===== config.mk =====
export PLATFORM = sky130hd
export DESIGN_NAME = bcd_time_counter
export DESIGN_NICKNAME = d
export VERILOG_FILES = /design/src/rtl/bcd_time_counter.sv
export SDC_FILE = /design/constraint.sdc
export NUM_CORES = 1
export LEC_CHECK = 0
export ABC_AREA = 1
export CORE_MARGIN = 2
export CORE_UTILIZATION = 35
export CTS_CLUSTER_SIZE = 28
export DETAILED_ROUTE_END_ITERATION = 8
export HOLD_SLACK_MARGIN = 0.03
export PLACE_DENSITY = 0.65
export SYNTH_ARGS = -nofsm -noshare
export SYNTH_HDL_FRONTEND = slang
export SYNTH_SLANG_ARGS = --single-unit

===== constraint.sdc =====
create_clock -name clk -period 1.7 [get_ports clk]
set_clock_uncertainty 0.1 [all_clocks]
set_input_delay 0.17 -clock clk [delete_from_list [all_inputs] [get_ports clk]]
set_output_delay 0.17 -clock clk [all_outputs]
set_load 0.02 [all_outputs]

===== src/rtl/bcd_time_counter.sv =====
// 24-hour packed-BCD wall clock advanced by synchronised rising edges of sec_clk.
// Define BCD_TIME_ALARM_EN to build the alarm registers and alarm_ring.
module bcd_time_counter #(
  parameter int         SYNC_STAGES = 2,
  parameter logic [7:0] RESET_HH    = 8'h00
) (
  input  logic       clk,
  input  logic       reset,
  input  logic       sec_clk,
  input  logic       hold,
  input  logic       set_load,
  input  logic [7:0] set_hh,
  input  logic [7:0] set_mm,
  input  logic [7:0] set_ss,
  input  logic       alarm_load,
  input  logic [7:0] alarm_hh,
  input  logic [7:0] alarm_mm,
  input  logic       alarm_on,
  input  logic       alarm_ack,
  output logic [7:0] hours,
  output logic [7:0] minutes,
  output logic [7:0] seconds,
  output logic       sec_tick,
  output logic       day_pulse,
  output logic       set_err,
  output logic       alarm_ring
);

  function automatic logic [7:0] bcd_inc(input logic [7:0] v);
    if (v[3:0] == 4'd9) return {v[7:4] + 4'd1, 4'd0};
    return {v[7:4], v[3:0] + 4'd1};
  endfunction

  function automatic logic ok_ms(input logic [7:0] v);
    return (v[7:4] <= 4'd5) && (v[3:0] <= 4'd9);
  endfunction

  // Units <= 9 makes a plain packed compare against 8'h23 exact.
  function automatic logic ok_hh(input logic [7:0] v);
    return (v[3:0] <= 4'd9) && (v <= 8'h23);
  endfunction

  logic [SYNC_STAGES-1:0] sync;
  logic                   hist;
  logic                   tick;
  logic                   advance;
  logic                   set_ok;
  logic                   err;
  logic                   ss_wrap;
  logic                   mm_wrap;
  logic                   hh_wrap;
  logic                   midnight;
  logic [7:0]             nxt_hh;
  logic [7:0]             nxt_mm;
  logic [7:0]             nxt_ss;

  always_ff @(posedge clk or posedge reset) begin
    if (reset) begin
      sync <= '0;
      hist <= 1'b0;
    end else begin
      sync <= {sync[SYNC_STAGES-2:0], sec_clk};
      hist <= sync[SYNC_STAGES-1];
    end
  end

  assign tick     = sync[SYNC_STAGES-1] & ~hist;
  assign advance  = tick & ~hold & ~set_load;
  assign set_ok   = ok_hh(set_hh) & ok_ms(set_mm) & ok_ms(set_ss);

  assign ss_wrap  = seconds == 8'h59;
  assign mm_wrap  = minutes == 8'h59;
  assign hh_wrap  = hours == 8'h23;
  assign midnight = ss_wrap & mm_wrap & hh_wrap;

  assign nxt_ss = ss_wrap ? 8'h00 : bcd_inc(seconds);
  assign nxt_mm = !ss_wrap ? minutes
                : mm_wrap  ? 8'h00
                : bcd_inc(minutes);
  assign nxt_hh = !(ss_wrap && mm_wrap) ? hours
                : hh_wrap               ? 8'h00
                : bcd_inc(hours);

  always_ff @(posedge clk or posedge reset) begin
    if (reset) begin
      hours     <= RESET_HH;
      minutes   <= 8'h00;
      seconds   <= 8'h00;
      sec_tick  <= 1'b0;
      day_pulse <= 1'b0;
      set_err   <= 1'b0;
    end else begin
      sec_tick  <= advance;
      day_pulse <= advance & midnight;
      set_err   <= err;
      unique case (1'b1)
        set_load && set_ok: begin
          hours   <= set_hh;
          minutes <= set_mm;
          seconds <= set_ss;
        end
        advance: begin
          hours   <= nxt_hh;
          minutes <= nxt_mm;
          seconds <= nxt_ss;
        end
        default: ;
      endcase
    end
  end

`ifdef BCD_TIME_ALARM_EN
  logic [7:0] al_hh;
  logic [7:0] al_mm;
  logic       alarm_ok;
  logic       match;

  assign alarm_ok = ok_hh(alarm_hh) & ok_ms(alarm_mm);
  assign err      = (set_load & ~set_ok) | (alarm_load & ~alarm_ok);
  // Compare against the value being ticked into, so a load never rings.
  assign match    = {nxt_hh, nxt_mm, nxt_ss} == {al_hh, al_mm, 8'h00};

  always_ff @(posedge clk or posedge reset) begin
    if (reset) begin
      al_hh      <= 8'h00;
      al_mm      <= 8'h00;
      alarm_ring <= 1'b0;
    end else begin
      if (alarm_load && alarm_ok) begin
        al_hh <= alarm_hh;
        al_mm <= alarm_mm;
      end
      if (alarm_ack || !alarm_on)
        alarm_ring <= 1'b0;
      else if (advance && match)
        alarm_ring <= 1'b1;
    end
  end
`else
  logic unused_alarm;

  assign unused_alarm = ^{alarm_load, alarm_hh, alarm_mm,
                          alarm_on, alarm_ack};
  assign err          = set_load & ~set_ok;
  assign alarm_ring   = 1'b0;
`endif

endmodule

# Yosys cells after proc, flatten, opt, wreduce, memory -nomap -nowiden
# Cells that the tools add are included.
dict set report classes {
  n_bitwise 13
  n_mux 17
  n_lt_le_gt_ge 6
  addsub 6
  reduce_logical 11
  eq_ne 11
}
# cell n
set ops {}
lappend ops {{8-bit two-way mux} 11}
lappend ops {{8-bit one-hot mux with 2 select lines} 3}
lappend ops {{4-bit by 1-bit adder with 4-bit output, second input constant} 6}
lappend ops {{8-bit by 7-bit equality test with 1-bit output, second input constant} 2}
lappend ops {{4-bit equality test, second input constant} 3}
lappend ops {{4-bit less-or-equal comparator, second input constant} 3}
lappend ops {{1-bit AND} 9}
lappend ops {{3-bit by 1-bit inequality test with 1-bit output, second input constant} 3}
lappend ops {{8-bit by 6-bit equality test with 1-bit output, second input constant} 1}
lappend ops {{4-bit by 3-bit less-or-equal comparator with 1-bit output, second input constant} 2}
lappend ops {{8-bit by 6-bit less-or-equal comparator with 1-bit output, second input constant} 1}
lappend ops {{2-bit AND reduction} 3}
lappend ops {{3-bit AND reduction} 2}
lappend ops {{1-bit logical AND} 5}
lappend ops {{2-bit by 1-bit inequality test with 1-bit output, second input constant} 2}
lappend ops {{1-bit inverter} 4}
lappend ops {{1-bit two-way mux} 3}
lappend ops {{2-bit nonzero test} 1}
dict set report word_totals {
  out_inout_bits 28
  ff_bits 30
  in_bits 48
  wordCells 75
}

# Depth between registers and ports, before layout
dict set report depth {
  word_depth 7
  depth_mapped 11
  ltp_nobuf 11
}

# Worst setup path before layout
# OpenSTA, ideal clock, no wires.
dict set report synth_timing {
  kind {register to register}
  startpoint {register seconds[0]}
  endpoint {register hours[7]}
  required_time_ns 1.483
  slack_ns 0.035
  path_buffers 0
  synth_period_minus_slack_ns 1.665
  t_arrival_ns 1.447
  stages_incl_launch_ff 11
  cell_sequence {dfrtp_1 > ha_1 > nand3_2 > nor2_4 > nand2_1 > nand2_1 > nand2_1 > inv_1 > nand2_1 > nand2_1 > nand2_1}
}
dict set report synth_via {
  elab_chain_cells 4
}
# item line
set synth_lines {}
lappend synth_lines {{start: declaration} 22} ;# output logic [7:0] seconds,
lappend synth_lines {{start signal: assignment} 100} ;# seconds <= set_ss;
lappend synth_lines {{start signal: assignment} 105} ;# seconds <= nxt_ss;
lappend synth_lines {{8-bit by 7-bit equality test with 1-bit output} 71} ;# assign ss_wrap = seconds == 8'h59;
lappend synth_lines {{1-bit logical AND} 80} ;# assign nxt_hh = !(ss_wrap && mm_wrap) ? hours
lappend synth_lines {{2-bit by 1-bit inequality test with 1-bit output (no source line)} -}
lappend synth_lines {{3-bit AND reduction (no source line)} -}
lappend synth_lines {{end signal: assignment} 98} ;# hours <= set_hh;
lappend synth_lines {{end signal: assignment} 103} ;# hours <= nxt_hh;
lappend synth_lines {{end: declaration} 20} ;# output logic [7:0] hours,
# Every way passes these cells.
# A chain may end at the register's enable or synchronous reset.

# Final worst setup path
dict set report layout_timing {
  startpoint {register seconds[0]}
  endpoint {output seconds[0]}
}
# No word-level cell between the ends.

==> results.md <==
- Post-synthesis sequential area ratio: 0.359
- Syn_area_per_cell: ~7.6 um^2
- CTS sink count: 30
- Number of routed nets with antenna violations: 0
- Worst path slowest cell: clkdlybuf4s50_1
- Initial drt markers: 90
- Synth-to-layout area growth: 49.6%
- RSZ-0062 raised after global routing: yes
- Post-synth EDFFs: 0
- Fill cells: 599
- Maxcap violations: 0
- First-pass GRT wire length: between 8000 and 9000 um
- Critical path fanouts, max: 5
- R2R depth: 11
- Lkg Pwr: 0.00166 uW
- Multi-input gate area: 0.00118 mm^2
- Gp weighted congestion: ~0.88
- Post-synth cell types: 29
- Most Used Layer, Global Route: met2
- GRT Total Usage: 0.178
- Row count: 28
- Met1 Use GR: 0.231
- Insertion delay to the later sink of the worst-skew pair: roughly 0.29 ns
- Sequential cell area: about 750 um^2
- DRC violations left: 0
- # diodes: 0
- Worst setup EP type: primary output
- Syn_nets: between 300 and 400
- Total grt overflow: 0
- Power per cell area: around 800 mW/mm^2
- Post-Route WL: 5340 um
- CP max stage delay: around 0.60 ns
- CTS root buf: clkbuf_8
- Cells after synthesis: approximately 280
- H-tree lvl count: 2
- Non-filler instance count after layout: roughly 450
- Placed Instance Area: approximately 0.0030 mm^2
- Cts bufs inserted: 5
- Initial antenna violation count: 0
- Vias in the first global route: between 2000 and 2500
- Worst-path clk slew: roughly 0.070 ns
- Net count, final: approximately 430
- Fin crit share: 0.967
- Pin count of the biggest net entering global routing: 31
- Die W: a little over 80 um
- Share of cells above drive strength 1: 0.189
- Crit path cell chain: buf_4 -> clkdlybuf4s50_1
- R2R setup slack: 0.10 ns
- Reg2reg start: minutes[1]$_DFFE_PP0P_
- Synthesis Warnings: 0
- Fin area: about 0.0031 mm^2
- DR vias: 2057
- Shortest period the worst path allows: 1.64 ns
- Die Span Y: 81.3 um
- WP data arrival: ~1.4 ns
- Max Buffers Root-to-Sink: 2
- Met2 Use GR: 0.289
- Io pins: 76
- Crit Path Category: flop to primary output
- HPWL after DPL: roughly 4100 um
- Final Max Slew Viols: 0
- Core Area: about 0.0059 mm^2
- Average routed wire per standard cell: 12.0 um
- Yosys reg bits: 30
- WP data required: roughly 1.4 ns
- # placed instances: roughly 440
- Die area: ~0.0066 mm^2
- Design Power: about 2500 uW
- CTS tree: yes
- Status: finished clean
- Starting density of the core: 0.357
- First-pass detailed-route iteration total: 5
- Worst hold path type: input port to async pin
- F_max: about 0.61 GHz
- Main synth FF type: dfrtp_1
- Syn Std Cell Area: 0.00209 mm^2
- Ys async rst share: 1.00
- Vias per inst: 4.62
- Final Setup Violations: 0
- IO buf count: 55
- R2r endpoint: hours[7]$_DFFE_PP0P_
- Endpoints failing hold: 0
- Startpoint types: flop
- Met3 Resource Use GR: 0.0378
- Peak supply drop: ~350 uV
==> cells in the mapped netlist (3+ instances only) <==
master    count  area share
inv_1        30       0.054
nand2_4       3       0.016
dfrtp_1      30        0.36
buf_6         4       0.022
nand3b_1      5       0.018
nor2_1       12       0.022
xor2_1        8       0.034
nand3_1      34       0.081
ha_1         12       0.072
xnor2_1       4       0.017
nand3_2       3       0.014
nand2_1      93        0.17
o21ai_0      13       0.031
==> where the power goes <==
part	switching [uW]	leakage, uW	internal (uW)
clock	277	0.0000579	431
sequential	97.6	0.000375	816
combinational	451	0.00123	462
total	826	0.00166	1710
==> metrics by stage <==
| stage | utilization | setup slack (ns) | setup TNS [ns] | hold slack [ns] |
|---|---|---|---|---|
| after floorplan | - | 0.0354 | 0 | 0.101 |
| after global placement | 0.508 | -0.184 | -3.57 | 0.237 |
| after detailed placement | 0.508 | -0.209 | -3.62 | 0.239 |
| after CTS | 0.527 | 0.0334 | 0 | 0.179 |
| after global routing | 0.534 | -0.0310 | -0.141 | 0.200 |
| final | 0.534 | 0.0562 | 0 | 0.166 |
==> layout make-up <==
class	instances	area share
clock buffer	5	0.0220
tap	75	0.0300
sequential	30	0.240
timing repair buffer	93	0.279
inverter	32	0.0392
clock inverter	3	0.0128
multi-input combinational	207	0.377
==> worst max-delay path: cells and delay by family, from the launching register on <==
family   cells  cell delay (ns)
buf+inv      2             0.74
flops        1             0.35
==> cells in the final DEF, fill, tap and decap left out, types with 3 or more instances in the layout <==
master / count
dfrtp_1: 30
inv_1: 28
clkbuf_8: 5
o21ai_1: 4
ha_1: 11
nand2_4: 3
nor2_1: 11
xnor2_1: 4
nand3b_1: 5
dlymetal6s2s_1: 5
nor2_2: 3
clkdlybuf4s50_1: 50
nand3_1: 34
inv_2: 3
buf_4: 36
xor2_1: 8
o21ai_0: 11
nand2_1: 89
nand2_2: 5
==> layer usage <==
layer | share of wire | vias up
met1 | 0.46 | 934
met4 | 0.016 | 0
met5 | 0 | -
met2 | 0.47 | 53
li1 | - | 1064
met3 | 0.058 | 6
==> what timing repair did <==
item / 4_1_cts / 5_1_grt
hold endpoints to repair: 0 / 0
buffers inserted: 0 / 1
resized for setup: 0 / 18
setup endpoints to repair: 0 / 23
hold buffers: 0 / 0
==> worst max path at each step <==
stage,cells past startpoint,endpoint,from
after floorplan,10,hours[7]$_DFFE_PP0P_,seconds[0]$_DFFE_PP0P_
after global placement,9,seconds[1]$_DFFE_PP0P_,set_hh[2]
after detailed placement,9,seconds[1]$_DFFE_PP0P_,set_hh[2]
after CTS,2,hours[0],hours[0]$_DFFE_PP0P_
after global routing,9,minutes[7]$_DFFE_PP0P_,seconds[5]$_DFFE_PP0P_
final,2,seconds[0],seconds[0]$_DFFE_PP0P_
==> flip-flops by register name, summed over array words and instances (netlist names) <==
name	cells
day_pulse	1
hist	1
minutes	8
seconds	8
sec_tick	1
sync	2
hours	8
set_err	1
==> cells by family after synthesis <==
family / Yosys count / synth area share
AOI/OAI and AO/OA: 22 / 0.0586
xor gates and xnor gates: 12 / 0.0503
adders and majority gates: 12 / 0.0718
buffers and inverters: 39 / 0.0886
DFF: 30 / 0.359
other: 1 / 0.00179
and+or+nand+nor: 160 / 0.370
Note: power is estimated with default switching activity, not from simulation.
